File: src/rtl/m1_rgb_to_yuv_encoder_if.sv
// ---------------------------------------------------------------------------
// m1_rgb_to_yuv_encoder_if
//
// Single-port SRAM bus shared between the RGB-to-YUV encoder and the memory.
//
//   SRAM_address     18  word address (driven by the encoder)
//   SRAM_read_data   16  read data    (driven by the memory)
//   SRAM_write_data  16  write data   (driven by the encoder)
//   SRAM_we_n         1  write enable, active low (driven by the encoder)
//
// master: the encoder side.  slave: the memory side.
// ---------------------------------------------------------------------------
interface m1_rgb_to_yuv_encoder_if;
    logic [17:0] SRAM_address;
    logic [15:0] SRAM_read_data;
    logic [15:0] SRAM_write_data;
    logic        SRAM_we_n;

    modport master (
        output SRAM_address,
        output SRAM_write_data,
        output SRAM_we_n,
        input  SRAM_read_data
    );

    modport slave (
        input  SRAM_address,
        input  SRAM_write_data,
        input  SRAM_we_n,
        output SRAM_read_data
    );
endinterface

File: src/rtl/m1_rgb_to_yuv_encoder.sv
// ---------------------------------------------------------------------------
// m1_rgb_to_yuv_encoder
//
// Reads a frame of packed 8-bit RGB from the shared SRAM and writes it back
// as YUV 4:2:2 into the Y, U and V planes. Each group of 4 pixels takes a
// fixed 13-cycle schedule: 6 reads, 2 drain cycles, 1 compute cycle and
// 4 writes (Y word 0, Y word 1, U word, V word).
//
// Ports:
//   Clock   rising-edge clock
//   Reset   synchronous, active-high reset
//   Enable  start request, only looked at while idle
//   sram    SRAM bus (master side), all outputs registered
//   Done    one-cycle pulse after the last group has been written
//
// The state register names the bus cycle whose outputs are loaded at the
// next edge, so the state that carries a given bus cycle is entered one
// edge before that cycle begins.
// ---------------------------------------------------------------------------
module m1_rgb_to_yuv_encoder #(
    parameter int          NUM_GROUPS = 19200,
    parameter logic [17:0] Y_BASE     = 18'd0,
    parameter logic [17:0] U_BASE     = 18'd38400,
    parameter logic [17:0] V_BASE     = 18'd57600,
    parameter logic [17:0] RGB_BASE   = 18'd146944
) (
    input  logic                           Clock,
    input  logic                           Reset,
    input  logic                           Enable,
    m1_rgb_to_yuv_encoder_if.master        sram,
    output logic                           Done
);

    localparam int G_W = (NUM_GROUPS > 1) ? $clog2(NUM_GROUPS) : 1;
    localparam logic [G_W-1:0] LAST_GROUP = G_W'(NUM_GROUPS - 1);

    typedef enum logic [3:0] {
        IDLE, RD0, RD1, RD2, RD3, RD4, RD5, WT0, WT1, CALC,
        WY0, WY1, WU, WV, DONE
    } state_t;

    state_t          state_reg;
    logic [G_W-1:0]  g_reg;
    logic [17:0]     rgb_addr_reg;
    logic [17:0]     sram_address_reg;
    logic [15:0]     sram_write_data_reg;
    logic            sram_we_n_reg;
    logic            done_reg;

    logic [15:0]     rgb_word_reg [6];
    logic [7:0]      y_reg [4];
    logic [7:0]      u_reg [2];
    logic [7:0]      v_reg [2];

    logic [7:0]      pix_r [4];
    logic [7:0]      pix_g [4];
    logic [7:0]      pix_b [4];
    logic [7:0]      y_next [4];
    logic [7:0]      u_next [2];
    logic [7:0]      v_next [2];

    assign sram.SRAM_address    = sram_address_reg;
    assign sram.SRAM_write_data = sram_write_data_reg;
    assign sram.SRAM_we_n       = sram_we_n_reg;
    assign Done                 = done_reg;

    // Q16 fixed-point result to an 8-bit sample, saturating at both ends.
    function automatic logic [7:0] clip_q16(input int acc);
        int q;
        q = acc >>> 16;
        if (q < 0)
            return 8'd0;
        else if (q > 255)
            return 8'd255;
        else
            return q[7:0];
    endfunction

    function automatic logic [7:0] luma(input logic [7:0] r, input logic [7:0] g,
                                        input logic [7:0] b);
        int acc;
        acc = 16843 * int'({24'd0, r}) + 33030 * int'({24'd0, g})
            + 6423 * int'({24'd0, b}) + 1048576 + 32768;
        return clip_q16(acc);
    endfunction

    function automatic logic [7:0] chroma_u(input logic [7:0] r, input logic [7:0] g,
                                            input logic [7:0] b);
        int acc;
        acc = -9699 * int'({24'd0, r}) - 19071 * int'({24'd0, g})
            + 28770 * int'({24'd0, b}) + 8388608 + 32768;
        return clip_q16(acc);
    endfunction

    function automatic logic [7:0] chroma_v(input logic [7:0] r, input logic [7:0] g,
                                            input logic [7:0] b);
        int acc;
        acc = 28770 * int'({24'd0, r}) - 24117 * int'({24'd0, g})
            - 4653 * int'({24'd0, b}) + 8388608 + 32768;
        return clip_q16(acc);
    endfunction

    // Rounded average of two 8-bit components; the 9-bit sum cannot overflow.
    function automatic logic [7:0] avg2(input logic [7:0] a, input logic [7:0] b);
        logic [8:0] s;
        s = {1'b0, a} + {1'b0, b} + 9'd1;
        return s[8:1];
    endfunction

    // Each pair occupies three words: {R0,G0}, {B0,R1}, {G1,B1}.
    generate
        for (genvar gi = 0; gi < 2; gi++) begin : g_unpack
            assign pix_r[2*gi]   = rgb_word_reg[3*gi][15:8];
            assign pix_g[2*gi]   = rgb_word_reg[3*gi][7:0];
            assign pix_b[2*gi]   = rgb_word_reg[3*gi+1][15:8];
            assign pix_r[2*gi+1] = rgb_word_reg[3*gi+1][7:0];
            assign pix_g[2*gi+1] = rgb_word_reg[3*gi+2][15:8];
            assign pix_b[2*gi+1] = rgb_word_reg[3*gi+2][7:0];

            assign u_next[gi] = chroma_u(avg2(pix_r[2*gi], pix_r[2*gi+1]),
                                         avg2(pix_g[2*gi], pix_g[2*gi+1]),
                                         avg2(pix_b[2*gi], pix_b[2*gi+1]));
            assign v_next[gi] = chroma_v(avg2(pix_r[2*gi], pix_r[2*gi+1]),
                                         avg2(pix_g[2*gi], pix_g[2*gi+1]),
                                         avg2(pix_b[2*gi], pix_b[2*gi+1]));
        end

        for (genvar gi = 0; gi < 4; gi++) begin : g_luma
            assign y_next[gi] = luma(pix_r[gi], pix_g[gi], pix_b[gi]);
        end
    endgenerate

    always_ff @(posedge Clock) begin
        if (Reset) begin
            state_reg           <= IDLE;
            g_reg               <= '0;
            rgb_addr_reg        <= RGB_BASE;
            sram_address_reg    <= 18'd0;
            sram_write_data_reg <= 16'd0;
            sram_we_n_reg       <= 1'b1;
            done_reg            <= 1'b0;
            for (int i = 0; i < 6; i++) rgb_word_reg[i] <= 16'd0;
            for (int i = 0; i < 4; i++) y_reg[i] <= 8'd0;
            for (int i = 0; i < 2; i++) begin
                u_reg[i] <= 8'd0;
                v_reg[i] <= 8'd0;
            end
        end else begin
            case (state_reg)
                IDLE: begin
                    sram_we_n_reg <= 1'b1;
                    done_reg      <= 1'b0;
                    if (Enable) begin
                        g_reg        <= '0;
                        rgb_addr_reg <= RGB_BASE;
                        state_reg    <= RD0;
                    end
                end

                // Reads: the RGB pointer simply walks 6 words per group, so
                // no multiply by 6 is needed.
                RD0, RD1, RD2, RD3, RD4, RD5: begin
                    sram_address_reg <= rgb_addr_reg;
                    rgb_addr_reg     <= rgb_addr_reg + 18'd1;
                    sram_we_n_reg    <= 1'b1;
                    // Two-cycle read latency: word k arrives while the read
                    // for word k+3 is being issued.
                    case (state_reg)
                        RD3:     rgb_word_reg[0] <= sram.SRAM_read_data;
                        RD4:     rgb_word_reg[1] <= sram.SRAM_read_data;
                        RD5:     rgb_word_reg[2] <= sram.SRAM_read_data;
                        default: ;
                    endcase
                    state_reg <= state_t'(state_reg + 4'd1);
                end

                WT0: begin
                    sram_we_n_reg   <= 1'b1;
                    rgb_word_reg[3] <= sram.SRAM_read_data;
                    state_reg       <= WT1;
                end

                WT1: begin
                    sram_we_n_reg   <= 1'b1;
                    rgb_word_reg[4] <= sram.SRAM_read_data;
                    state_reg       <= CALC;
                end

                CALC: begin
                    sram_we_n_reg   <= 1'b1;
                    rgb_word_reg[5] <= sram.SRAM_read_data;
                    state_reg       <= WY0;
                end

                // Results are captured here and the first Y word goes out on
                // the same edge straight from the combinational datapath.
                WY0: begin
                    for (int i = 0; i < 4; i++) y_reg[i] <= y_next[i];
                    for (int i = 0; i < 2; i++) begin
                        u_reg[i] <= u_next[i];
                        v_reg[i] <= v_next[i];
                    end
                    sram_address_reg    <= Y_BASE + 18'({g_reg, 1'b0});
                    sram_write_data_reg <= {y_next[0], y_next[1]};
                    sram_we_n_reg       <= 1'b0;
                    state_reg           <= WY1;
                end

                WY1: begin
                    sram_address_reg    <= Y_BASE + 18'({g_reg, 1'b1});
                    sram_write_data_reg <= {y_reg[2], y_reg[3]};
                    sram_we_n_reg       <= 1'b0;
                    state_reg           <= WU;
                end

                WU: begin
                    sram_address_reg    <= U_BASE + 18'(g_reg);
                    sram_write_data_reg <= {u_reg[0], u_reg[1]};
                    sram_we_n_reg       <= 1'b0;
                    state_reg           <= WV;
                end

                WV: begin
                    sram_address_reg    <= V_BASE + 18'(g_reg);
                    sram_write_data_reg <= {v_reg[0], v_reg[1]};
                    sram_we_n_reg       <= 1'b0;
                    if (g_reg == LAST_GROUP) begin
                        g_reg     <= '0;
                        state_reg <= DONE;
                    end else begin
                        g_reg     <= g_reg + 1'b1;
                        state_reg <= RD0;
                    end
                end

                DONE: begin
                    sram_we_n_reg <= 1'b1;
                    done_reg      <= 1'b1;
                    rgb_addr_reg  <= RGB_BASE;
                    state_reg     <= IDLE;
                end

                default: begin
                    sram_we_n_reg <= 1'b1;
                    done_reg      <= 1'b0;
                    state_reg     <= IDLE;
                end
            endcase
        end
    end

endmodule

File: src/flat_wrapper.sv
// flat-port wrapper written by rule: the top's interface ports become plain ports
module m1_rgb_to_yuv_encoder_flat 
#(
    parameter int          NUM_GROUPS = 19200,
    parameter logic [17:0] Y_BASE     = 18'd0,
    parameter logic [17:0] U_BASE     = 18'd38400,
    parameter logic [17:0] V_BASE     = 18'd57600,
    parameter logic [17:0] RGB_BASE   = 18'd146944
)
  (Clock, Reset, Enable, Done, sram_SRAM_address, sram_SRAM_write_data, sram_SRAM_we_n, sram_SRAM_read_data);
  m1_rgb_to_yuv_encoder_if sram_i ();
  input  logic Clock;
  input  logic Reset;
  input  logic Enable;
  output logic Done;
  output wire logic [$bits(sram_i.SRAM_address)-1:0] sram_SRAM_address;
  output wire logic [$bits(sram_i.SRAM_write_data)-1:0] sram_SRAM_write_data;
  output wire logic [$bits(sram_i.SRAM_we_n)-1:0] sram_SRAM_we_n;
  input wire logic [$bits(sram_i.SRAM_read_data)-1:0] sram_SRAM_read_data;
  assign sram_SRAM_address = sram_i.SRAM_address;
  assign sram_SRAM_write_data = sram_i.SRAM_write_data;
  assign sram_SRAM_we_n = sram_i.SRAM_we_n;
  assign sram_i.SRAM_read_data = sram_SRAM_read_data;
  m1_rgb_to_yuv_encoder #(.NUM_GROUPS(NUM_GROUPS), .Y_BASE(Y_BASE), .U_BASE(U_BASE), .V_BASE(V_BASE), .RGB_BASE(RGB_BASE)) u_core (.Clock(Clock), .Reset(Reset), .Enable(Enable), .sram(sram_i), .Done(Done));
endmodule
File: config.mk
export PLATFORM = sky130hd
export DESIGN_NAME = m1_rgb_to_yuv_encoder_flat
export DESIGN_NICKNAME = d
export VERILOG_FILES = /design/src/rtl/m1_rgb_to_yuv_encoder_if.sv /design/src/rtl/m1_rgb_to_yuv_encoder.sv /design/src/flat_wrapper.sv
export SDC_FILE = /design/constraint.sdc
export NUM_CORES = 2
export LEC_CHECK = 0
export CAP_MARGIN = 40
export CELL_PAD_IN_SITES_DETAIL_PLACEMENT = 1
export CELL_PAD_IN_SITES_GLOBAL_PLACEMENT = 2
export CORE_ASPECT_RATIO = 1.2
export CORE_MARGIN = 5
export CORE_UTILIZATION = 30
export DETAILED_ROUTE_END_ITERATION = 10
export GPL_ROUTABILITY_DRIVEN = 0
export HOLD_SLACK_MARGIN = 0.05
export PLACE_DENSITY_LB_ADDON = 0.15
export SLEW_MARGIN = 15
export SYNTH_ARGS = -nofsm -noshare
export SYNTH_HDL_FRONTEND = slang
export SYNTH_SLANG_ARGS = --single-unit
File: constraint.sdc
create_clock -name Clock -period 29.9 [get_ports Clock]
set_input_delay 5.98 -clock Clock [delete_from_list [all_inputs] [get_ports Clock]]
set_output_delay 5.98 -clock Clock [all_outputs]
set_load 0.03 [all_outputs]
==> key figures <==
STA
  • Slew Viols, Final: 0
  • FMAX: 97.7 MHz
  • Worst-margin pin slew: 0.916 ns
  • Worst Clk Skew: 0.0544 ns
  • Setup ws final: 19.66 ns
  • Final Hold Fails: 0
  • Setup-failing EPs final: 0
  • Final min period: 10.24 ns
  • Final period utilization: 0.342
  • Unrepaired setup endpoints after global routing: false
  • Setup TNS: 0 ns
  • Worst relative slew slack: 0.387

Placement
  • Area after DPL: 0.0642 mm²
  • Port Buffer Count: 54
  • Placed Cells: 9204
  • Pre-CTS setup slack: 19.67 ns
  • Placed wire-length estimate: 169000 µm

Route
  • Via count: 45026
  • Routed Antenna Nets: 0
  • Vias per Instance: 4.86
  • Drt wl/cell: 20.6 µm
  • First-pass DRT Iterations: 5
  • Initial DRC Count: 1572
  • Residual DRC count: 0
  • WL final: 191000 µm

Logic synthesis
  • EDFF count, synth: 144
  • Synth Cell Area: 0.0600 mm²
  • Most frequent cells after synthesis: 1615 x ha_1, 1346 x inv_1, 576 x fa_1
  • Synth Area in Simple Gates: 0.0890
  • Sequential share of the synthesized area: 0.0964
  • Largest family of logic cells by synthesized area: adder cells
  • Mean Syn Cell Area: 9.20 µm²
  • Most common cell in the synthesized netlist: ha_1
  • Post-Syn Nets: 8735
  • Synth Flop Type: edfxtp_1
  • Yosys cell types: 99
  • Post-synth ARST share: 0
  • Ranking of synthesized cells by area: ha_1 34%, fa_1 19%, inv_1 8.4%, edfxtp_1 7.2%, xnor2_1 4.1%
  • Ys Warns: 0
  • Syn Inst Count: 6525
  • Yosys top cell by area: ha_1
  • Post-Synth XOR/XNOR Area: 0.0692
  • Compound-Gate Fraction of Synth Area: 0.128
  • Mux contribution to synthesized area: 0.000354
  • Synth top area share: 0.337
  • Adder-Cell Fraction of Synth Area: 0.529
  • Seq cells post-synth: 217

Critical path
  • Crit-path max FO: 11
  • WP data required: 30.25 ns
  • Crit-path most repeated cell: a21o_1
  • WP data arrival: 10.59 ns
  • Crit-path slowest cell: fa_1
  • Critical Path Start Type: flip-flop
  • CP peak stage delay: 0.61 ns
  • CP endpoint kind: flip-flop
  • Critical path class: flip-flop to flip-flop

Floorplan
  • Die Y: 500 µm
  • Effective utilization at floorplan: 0.302
  • Die ar.: 0.209 mm²
  • # IOs: 55
  • Die width: 418 µm
  • Row cnt: 179
  • Area of the core: 0.199 mm²

GRT
  • Pin count of the biggest net entering global routing: 65
  • First-pass GRT wire length: 296000 µm
  • Initial antenna violation count: 15
  • Gr usage total: 0.182
  • Vias in the first global route: 49863
  • GRT overflow: 0

Clock network
  • Post-CTS setup buffer count: 0
  • CTS Root Cell: clkbuf_16
  • Latest clock arrival within the worst-skew pair: 0.65 ns
  • Worst-case clock buffer depth: 3
  • Cts bufs inserted: 30
  • Hold Buf Count CTS: 0
  • Post-CTS resize count: 0
  • Clock sink count: 217
  • CTS tree: done
  • Clock transition at path regs: 0.06 ns
  • # H-tree levels: 1

Run
  • Max_cap viols: 0

Layout
  • Design Area, Final: 0.0652 mm²
  • Max reg flops: 96
  • Syn-to-layout area delta: 8.67%
  • Fillers: 22935
  • Non-Filler Instances: 9265
  • NumNets Final: 8825
  • Layout cells sized above 1: 0.0309

Hold path
  • Worst min path class: flip-flop to flip-flop

Run status
  • Status: complete, no violations
-- final timing paths --
kind	startpoint	endpoint	slack [ns]	depth (start not counted)
worst max register to register	u_core.rgb_word_reg[5][9]	u_core.u_reg[0][10]	19.66	40
worst min-delay path	u_core.sram.SRAM_write_data[11]	u_core.sram.SRAM_write_data[11]	0.46	2
worst min register to register	u_core.sram.SRAM_write_data[11]	u_core.sram.SRAM_write_data[11]	0.46	2
worst max-delay path	u_core.rgb_word_reg[5][9]	u_core.u_reg[0][10]	19.66	40
-- through the flow --
stage	util	hold slack, ns
floorplan	-	0.460
global placement	0.322	0.441
detailed placement	0.323	0.445
CTS	0.328	0.462
global route	0.328	0.489
finish	0.328	0.458
-- area by class of cell --
type,instances,area [µm²],area share
Inverter,1346,5050,0.0774
Antenna cell,3,7.51,0.000115
Tap cell,2624,3280,0.0503
Clock inverter,24,268,0.00410
Multi-Input combinational cell,4899,49000,0.751
Sequential cell,217,5790,0.0887
Timing Repair Buffer,121,1090,0.0166
Clock buffer,31,764,0.0117
-- logic make-up (layout without fill, tap and decap cells) --
kind of cell             Yosys count  after routing
AND/OR/NAND/NOR                 1078           1078
flip-flops                       217            217
XOR/XNOR                         474            474
multiplexers                       2              2
buffers and inverters           1409           1522
adder cells (fa/ha/maj)         2191           2191
AO/OA/AOI/OAI                   1154           1154
other                              0              3
-- critical path: cells and delay by family, from the launching register on --
kind | cells | cell delay (ns)
AO/OA/AOI/OAI | 16 | 3.07
XOR/XNOR | 3 | 0.80
adder cells (fa/ha/maj) | 9 | 3.80
flip-flops | 1 | 0.52
AND/OR/NAND/NOR | 7 | 1.15
buffers and inverters | 5 | 0.55
-- cell usage in the layout (no fill, tap or decap), types with 144 or more instances in the layout --
| master | instances |
|---|---|
| and3_1 | 148 |
| nand2_1 | 229 |
| xor2_1 | 193 |
| ha_1 | 1614 |
| xnor2_1 | 278 |
| edfxtp_1 | 144 |
| inv_1 | 1346 |
| o21ai_0 | 195 |
| a21oi_1 | 339 |
| nor2_1 | 272 |
| fa_1 | 576 |
-- routing by layer --
metal | routed length [µm] | GRT usage
met1 | 84600 | 0.230
met2 | 97800 | 0.343
met3 | 3370 | 0.00881
met4 | 4810 | 0.0397
met5 | 0 | 0
Power is left out: the tool's default activity adds up to more than one toggle a clock period on the data nets, which glitch-free logic cannot reach.
